$ cat config.mk
export PLATFORM = sky130hd
export DESIGN_NAME = lockstep_lb_check_ctrl
export DESIGN_NICKNAME = d
export VERILOG_FILES = /design/src/rtl/lockstep_lb_check_ctrl.sv
export SDC_FILE = /design/constraint.sdc
export NUM_CORES = 1
export LEC_CHECK = 0
export CAP_MARGIN = 30
export CORE_MARGIN = 2
export CORE_UTILIZATION = 33
export DETAILED_ROUTE_END_ITERATION = 10
export GPL_ROUTABILITY_DRIVEN = 0
export HOLD_SLACK_MARGIN = 0.08
export PLACE_DENSITY = 0.77
export SLEW_MARGIN = 30
export SYNTH_ARGS = -nofsm -noshare
export SYNTH_HDL_FRONTEND = slang
export SYNTH_SLANG_ARGS = --single-unit
$ cat constraint.sdc
create_clock -name clk -period 1.5 [get_ports clk]
set_input_delay 0.45 -clock clk [delete_from_list [all_inputs] [get_ports clk]]
set_output_delay 0.45 -clock clk [all_outputs]
set_load 0.005 [all_outputs]
$ cat src/rtl/lockstep_lb_check_ctrl.sv
// rtl/lockstep_lb_check_ctrl.sv - reset/settle/run sequencer and load-buffer divergence checker
module lockstep_lb_check_ctrl #(
  parameter int RESET_CYCLES = 2,
  parameter int INIT_CYCLES  = 6,
  parameter int CHECK_CYCLE  = 18,
  parameter int CNT_W        = 5,
  parameter int ADDR_W       = 32
) (
  input  logic              clk,
  input  logic              reset_n,
  input  logic              start,
  input  logic              abort,
  input  logic              lb_valid1,
  input  logic              lb_valid2,
  input  logic [ADDR_W-1:0] lb_addr1,
  input  logic [ADDR_W-1:0] lb_addr2,
  output logic              core_reset,
  output logic              init_window,
  output logic              busy,
  output logic [CNT_W-1:0]  cycle_cnt,
  output logic              diverge,
  output logic [CNT_W-1:0]  diverge_cycle,
  output logic [1:0]        diverge_kind,
  output logic              done,
  output logic              pass
);

  localparam logic [2:0] ST_IDLE   = 3'd0;
  localparam logic [2:0] ST_RESET  = 3'd1;
  localparam logic [2:0] ST_SETTLE = 3'd2;
  localparam logic [2:0] ST_RUN    = 3'd3;
  localparam logic [2:0] ST_DONE   = 3'd4;

  localparam logic [CNT_W-1:0] RESET_LAST  = CNT_W'(RESET_CYCLES - 1);
  localparam logic [CNT_W-1:0] SETTLE_LAST = CNT_W'(RESET_CYCLES + INIT_CYCLES - 1);
  localparam logic [CNT_W-1:0] CHECK_LAST  = CNT_W'(CHECK_CYCLE);

  logic [2:0]       state_q, state_d;
  logic [CNT_W-1:0] cnt_q, cnt_d;
  logic             core_reset_q, core_reset_d;
  logic             init_window_q, init_window_d;
  logic             busy_q, busy_d;
  logic             diverge_q, diverge_d;
  logic [CNT_W-1:0] div_cycle_q, div_cycle_d;
  logic [1:0]       div_kind_q, div_kind_d;
  logic             done_q, done_d;
  logic             pass_q, pass_d;

  logic ev_valid, ev_addr, ev_any, checking, clear_results;

  always_comb begin
    ev_valid = lb_valid1 ^ lb_valid2;
    ev_addr  = lb_valid1 & lb_valid2 & (lb_addr1 != lb_addr2);
    checking = (state_q == ST_SETTLE) || (state_q == ST_RUN);
    ev_any   = checking & (ev_valid | ev_addr);

    state_d       = state_q;
    cnt_d         = cnt_q;
    diverge_d     = diverge_q;
    div_cycle_d   = div_cycle_q;
    div_kind_d    = div_kind_q;
    pass_d        = pass_q;
    clear_results = 1'b0;

    // Only the first divergence of a run is recorded; valid mismatch outranks address mismatch.
    if (ev_any) begin
      diverge_d = 1'b1;
      if (!diverge_q) begin
        div_cycle_d = cnt_q;
        div_kind_d  = ev_valid ? 2'b01 : 2'b10;
      end
    end

    case (state_q)
      ST_IDLE: begin
        cnt_d = '0;
        if (start) begin
          state_d       = ST_RESET;
          clear_results = 1'b1;
        end
      end
      ST_RESET, ST_SETTLE, ST_RUN: begin
        if (abort) begin
          state_d       = ST_IDLE;
          cnt_d         = '0;
          clear_results = 1'b1;
        end else if (state_q == ST_RUN && cnt_q == CHECK_LAST) begin
          state_d = ST_DONE;
          pass_d  = !(diverge_q | ev_any);
        end else begin
          cnt_d = cnt_q + 1'b1;
          if (state_q == ST_RESET && cnt_q == RESET_LAST) begin
            state_d = ST_SETTLE;
          end else if (state_q == ST_SETTLE && cnt_q == SETTLE_LAST) begin
            state_d = ST_RUN;
          end
        end
      end
      ST_DONE: begin
        if (start) begin
          state_d       = ST_RESET;
          cnt_d         = '0;
          clear_results = 1'b1;
        end
      end
      default: begin
        state_d       = ST_IDLE;
        cnt_d         = '0;
        clear_results = 1'b1;
      end
    endcase

    if (clear_results) begin
      diverge_d   = 1'b0;
      div_cycle_d = '0;
      div_kind_d  = 2'b00;
      pass_d      = 1'b0;
    end

    core_reset_d  = (state_d == ST_IDLE) || (state_d == ST_RESET);
    init_window_d = (state_d == ST_SETTLE);
    busy_d        = (state_d == ST_RESET) || (state_d == ST_SETTLE) || (state_d == ST_RUN);
    done_d        = (state_d == ST_DONE);
  end

  always_ff @(posedge clk or negedge reset_n) begin
    if (!reset_n) begin
      state_q       <= ST_IDLE;
      cnt_q         <= '0;
      core_reset_q  <= 1'b1;
      init_window_q <= 1'b0;
      busy_q        <= 1'b0;
      diverge_q     <= 1'b0;
      div_cycle_q   <= '0;
      div_kind_q    <= 2'b00;
      done_q        <= 1'b0;
      pass_q        <= 1'b0;
    end else begin
      state_q       <= state_d;
      cnt_q         <= cnt_d;
      core_reset_q  <= core_reset_d;
      init_window_q <= init_window_d;
      busy_q        <= busy_d;
      diverge_q     <= diverge_d;
      div_cycle_q   <= div_cycle_d;
      div_kind_q    <= div_kind_d;
      done_q        <= done_d;
      pass_q        <= pass_d;
    end
  end

  assign core_reset    = core_reset_q;
  assign init_window   = init_window_q;
  assign busy          = busy_q;
  assign cycle_cnt     = cnt_q;
  assign diverge       = diverge_q;
  assign diverge_cycle = div_cycle_q;
  assign diverge_kind  = div_kind_q;
  assign done          = done_q;
  assign pass          = pass_q;

endmodule

==> results.yml <==
run_status:
  outcome: "finished with violations"
  violations: "setup timing"
floorplanning:
  die_h_um: 68.3
  coreArea_um2: 4000
  rows: 23
  io_pins: 88
  start_util_pct: 34.1
  chipWidth_um: 68.3
  die-area_um2: 4670
synth:
  synth_area_um2: 1370
  synth-seq-cells: 21
  synth_top_family_by_area: "XOR/XNOR gates"
  synth_xor_area_share_pct: 22.5
  synth_compound_area_share_pct: 11.8
  synthDistinctLibCells: 31
  ys_seq_area_share_pct: 38.6
  synth_flop_cell: "dfrtp_1"
  synth_edf_count: 0
  yosys.area_share.simple_pct: 21.8
  synthMuxAreaShare_pct: 0
  async_flop_share_pct: 100
  yosys_warnings: 0
  synthAdderAreaFrac_pct: 3.67
  synth_cells: 141
  synth.avg_cell_area_um2: 9.68
  syn-num-nets: 215
critical_path:
  critPathRequiredTime_ns: 1.65
  critPathSlowestCell: "dfrtp_1"
  r2r-start: "cycle_cnt[3]"
  critPathTopFamily: "simple AND/OR/NAND/NOR gates"
  setup.worst_path.end: "cycle_cnt[4]"
  worstSetupStartpoint: "cycle_cnt[3]"
  crit_chain: "buf_6 -> nor4b_4 -> and4_4 -> a21boi_4 -> nand4_1 -> xor2_1 -> nor2_1"
  path_buf_inv: 1
  reg2reg_to: "cycle_cnt[4]"
  max_stage_delay_ns: 0.40
  rrSetupSlack_ns: -0.08
  cp-start-kind: "flop"
  cp_max_fo: 4
  cp.arrival_ns: 1.73
  worst-path-stages: 7
  worstSetupPathType: "reg2reg"
  rr_worst_depth: 7
  critPathCaptureType: "flop"
power:
  irDropWorstVdd_v: 0.000529
  power_leakage_nw: 1.24
  power_mw: 1.77
  p_per_area_nw_per_um2: 695
timing:
  max-slew-margin-rel_pct: 79.8
  finClkSkew_ns: 0.00176
  tightestPinTransition_ns: 0.302
  period_share_pct: 105
  hold_violations: 0
  finalSetupViolations: 14
  grt_setup_unrepaired: "yes"
  post-route-min-period_ns: 1.58
  slew_violations: 0
  fin_ws_ns: -0.0819
  max_freq_mhz: 632
grt:
  grt_pass1_vias: 1473
  overflow: 0
  track_usage_pct: 19.5
  antenna_found_initial: 0
  grt_pass1_wl_mm: 6.73
  grt_max_degree: 22
placed_design:
  portBuffers: 87
  place_inst: 296
  hpwl_mm: 3.37
routing:
  dr_total_vias: 1533
  wire_per_inst_um: 14.8
  drtIter0Drc: 46
  route.detailed.drc: 0
  viasPerCell: 4.87
  wl_mm: 4.66
  drtPass1Iterations: 4
  ant_nets: 0
cells_and_area:
  drive_gt1_share_pct: 57.0
  n_fill_cell: 344
  n_antenna_cell: 0
  final_cell_mix: "buf_2 (33), buf_4 (31), xnor2_1 (24), clkbuf_2 (22), dfrtp_1 (17)"
  final_core_util_pct: 63.7
  layout.cells.non_filler: 315
  mostFrequentLayoutCell: "buf_2"
  multiInputGateArea_um2: 1020
  syn_to_final_growth_pct: 86.5
  layout.nets: 340
  regArea_um2: 531
clocking:
  cts.sinks: 21
  clock_latency_ns: 0.27
  path_clk_slew_ns: 0.07
  clock_tree.root_cell: "clkbuf_8"
  h-tree-depth: 1
  cts_tree: "done"
  numCtsBuffers: 3
  max-clock-path-buffers: 2
worst_hold_path:
  hold_class: "in2async"
run:
  drv_cap: 0
cell type report:
type,count,share of cell area [%]
Inverter,5,0.737
Timing Repair Buffer,121,34.2
Clock buffer,4,1.77
Multi-Input combinational cell,114,40.0
Sequential cell,21,20.8
Tap cell,50,2.46
metal layers:
| layer | vias to the layer above | part of all wire, % | GRT usage (%) |
|---|---|---|---|
| met5 | - | 0 | 0 |
| li1 | 736 | - | - |
| met2 | 56 | 53 | 35.6 |
| met4 | 0 | 1.6 | 8.00 |
| met3 | 7 | 7.9 | 3.95 |
| met1 | 734 | 37 | 21.9 |
worst min path at each step:
| stage | cells after the start | startpoint | endpoint | slack (ns) |
|---|---|---|---|---|
| after global placement | 2 | diverge_kind[0] | diverge_kind[0] | 0.51 |
| after global routing | 2 | reset_n | cycle_cnt[4] | 0.54 |
| final | 2 | reset_n | init_window | 0.52 |
| after CTS | 2 | reset_n | init_window | 0.52 |
| after floorplan | 0 | reset_n | busy | 0.15 |
| after detailed placement | 2 | diverge_kind[0] | diverge_kind[0] | 0.51 |
through the flow:
stage	hold WS (ns)	cell area, um2	setup TNS [ns]	setup WS (ns)
2_1_floorplan	0.154	1380	-0.270	-0.0506
3_3_place_gp	0.513	2470	-8.14	-0.592
3_5_place_dp	0.509	2470	-8.71	-0.657
4_1_cts	0.521	2490	-0.217	-0.0802
5_1_grt	0.536	2550	-1.86	-0.178
6_report	0.519	2550	-0.625	-0.0819
power breakdown:
group | internal [mW] | switching [mW]
Clock | 0.190 | 0.189
Combinational | 0.430 | 0.318
Sequential | 0.610 | 0.0313
Total | 1.23 | 0.539
synthesized netlist by cell type (2+ instances only):
| cell | instances | share of area (%) |
|---|---|---|
| ha_1 | 4 | 3.7 |
| xor2_1 | 3 | 1.9 |
| o21ai_2 | 3 | 1.9 |
| nor3_1 | 2 | 0.73 |
| a21oi_1 | 10 | 3.7 |
| nand3_1 | 5 | 1.8 |
| nand4_1 | 10 | 4.6 |
| nand2_1 | 8 | 2.2 |
| xnor2_1 | 32 | 21 |
| inv_1 | 4 | 1.1 |
| dfrtp_1 | 20 | 37 |
| o21ai_1 | 2 | 0.73 |
| nor2_1 | 12 | 3.3 |
| o21ai_0 | 6 | 2.2 |
| nor4_2 | 2 | 1.8 |
| nand2b_1 | 3 | 1.4 |
cells by family (layout without fill, tap and decap cells):
group | Yosys count | after routing
AO/OA/AOI/OAI | 25 | 25
adder cells (fa/ha/maj) | 4 | 4
buffers and inverters | 6 | 130
flip-flops | 21 | 21
AND/OR/NAND/NOR | 50 | 50
XOR/XNOR | 35 | 35
registers in the layout, summed over array words and instances (netlist names):
signal / count
cycle_cnt: 5
done: 1
diverge_cycle: 5
init_window: 1
diverge: 1
core_reset: 1
busy: 1
state_q: 3
diverge_kind: 2
pass: 1
repair_timing:
item                                   CTS  global route
gates resized for setup                215            63
buffers inserted                        11             4
pin swaps                               62            40
cloned                                   0             0
endpoints found under the hold margin    0             0
hold buffers                             0             0
setup endpoints to repair               35            19
No activity file was read; power rests on OpenSTA's default activity.
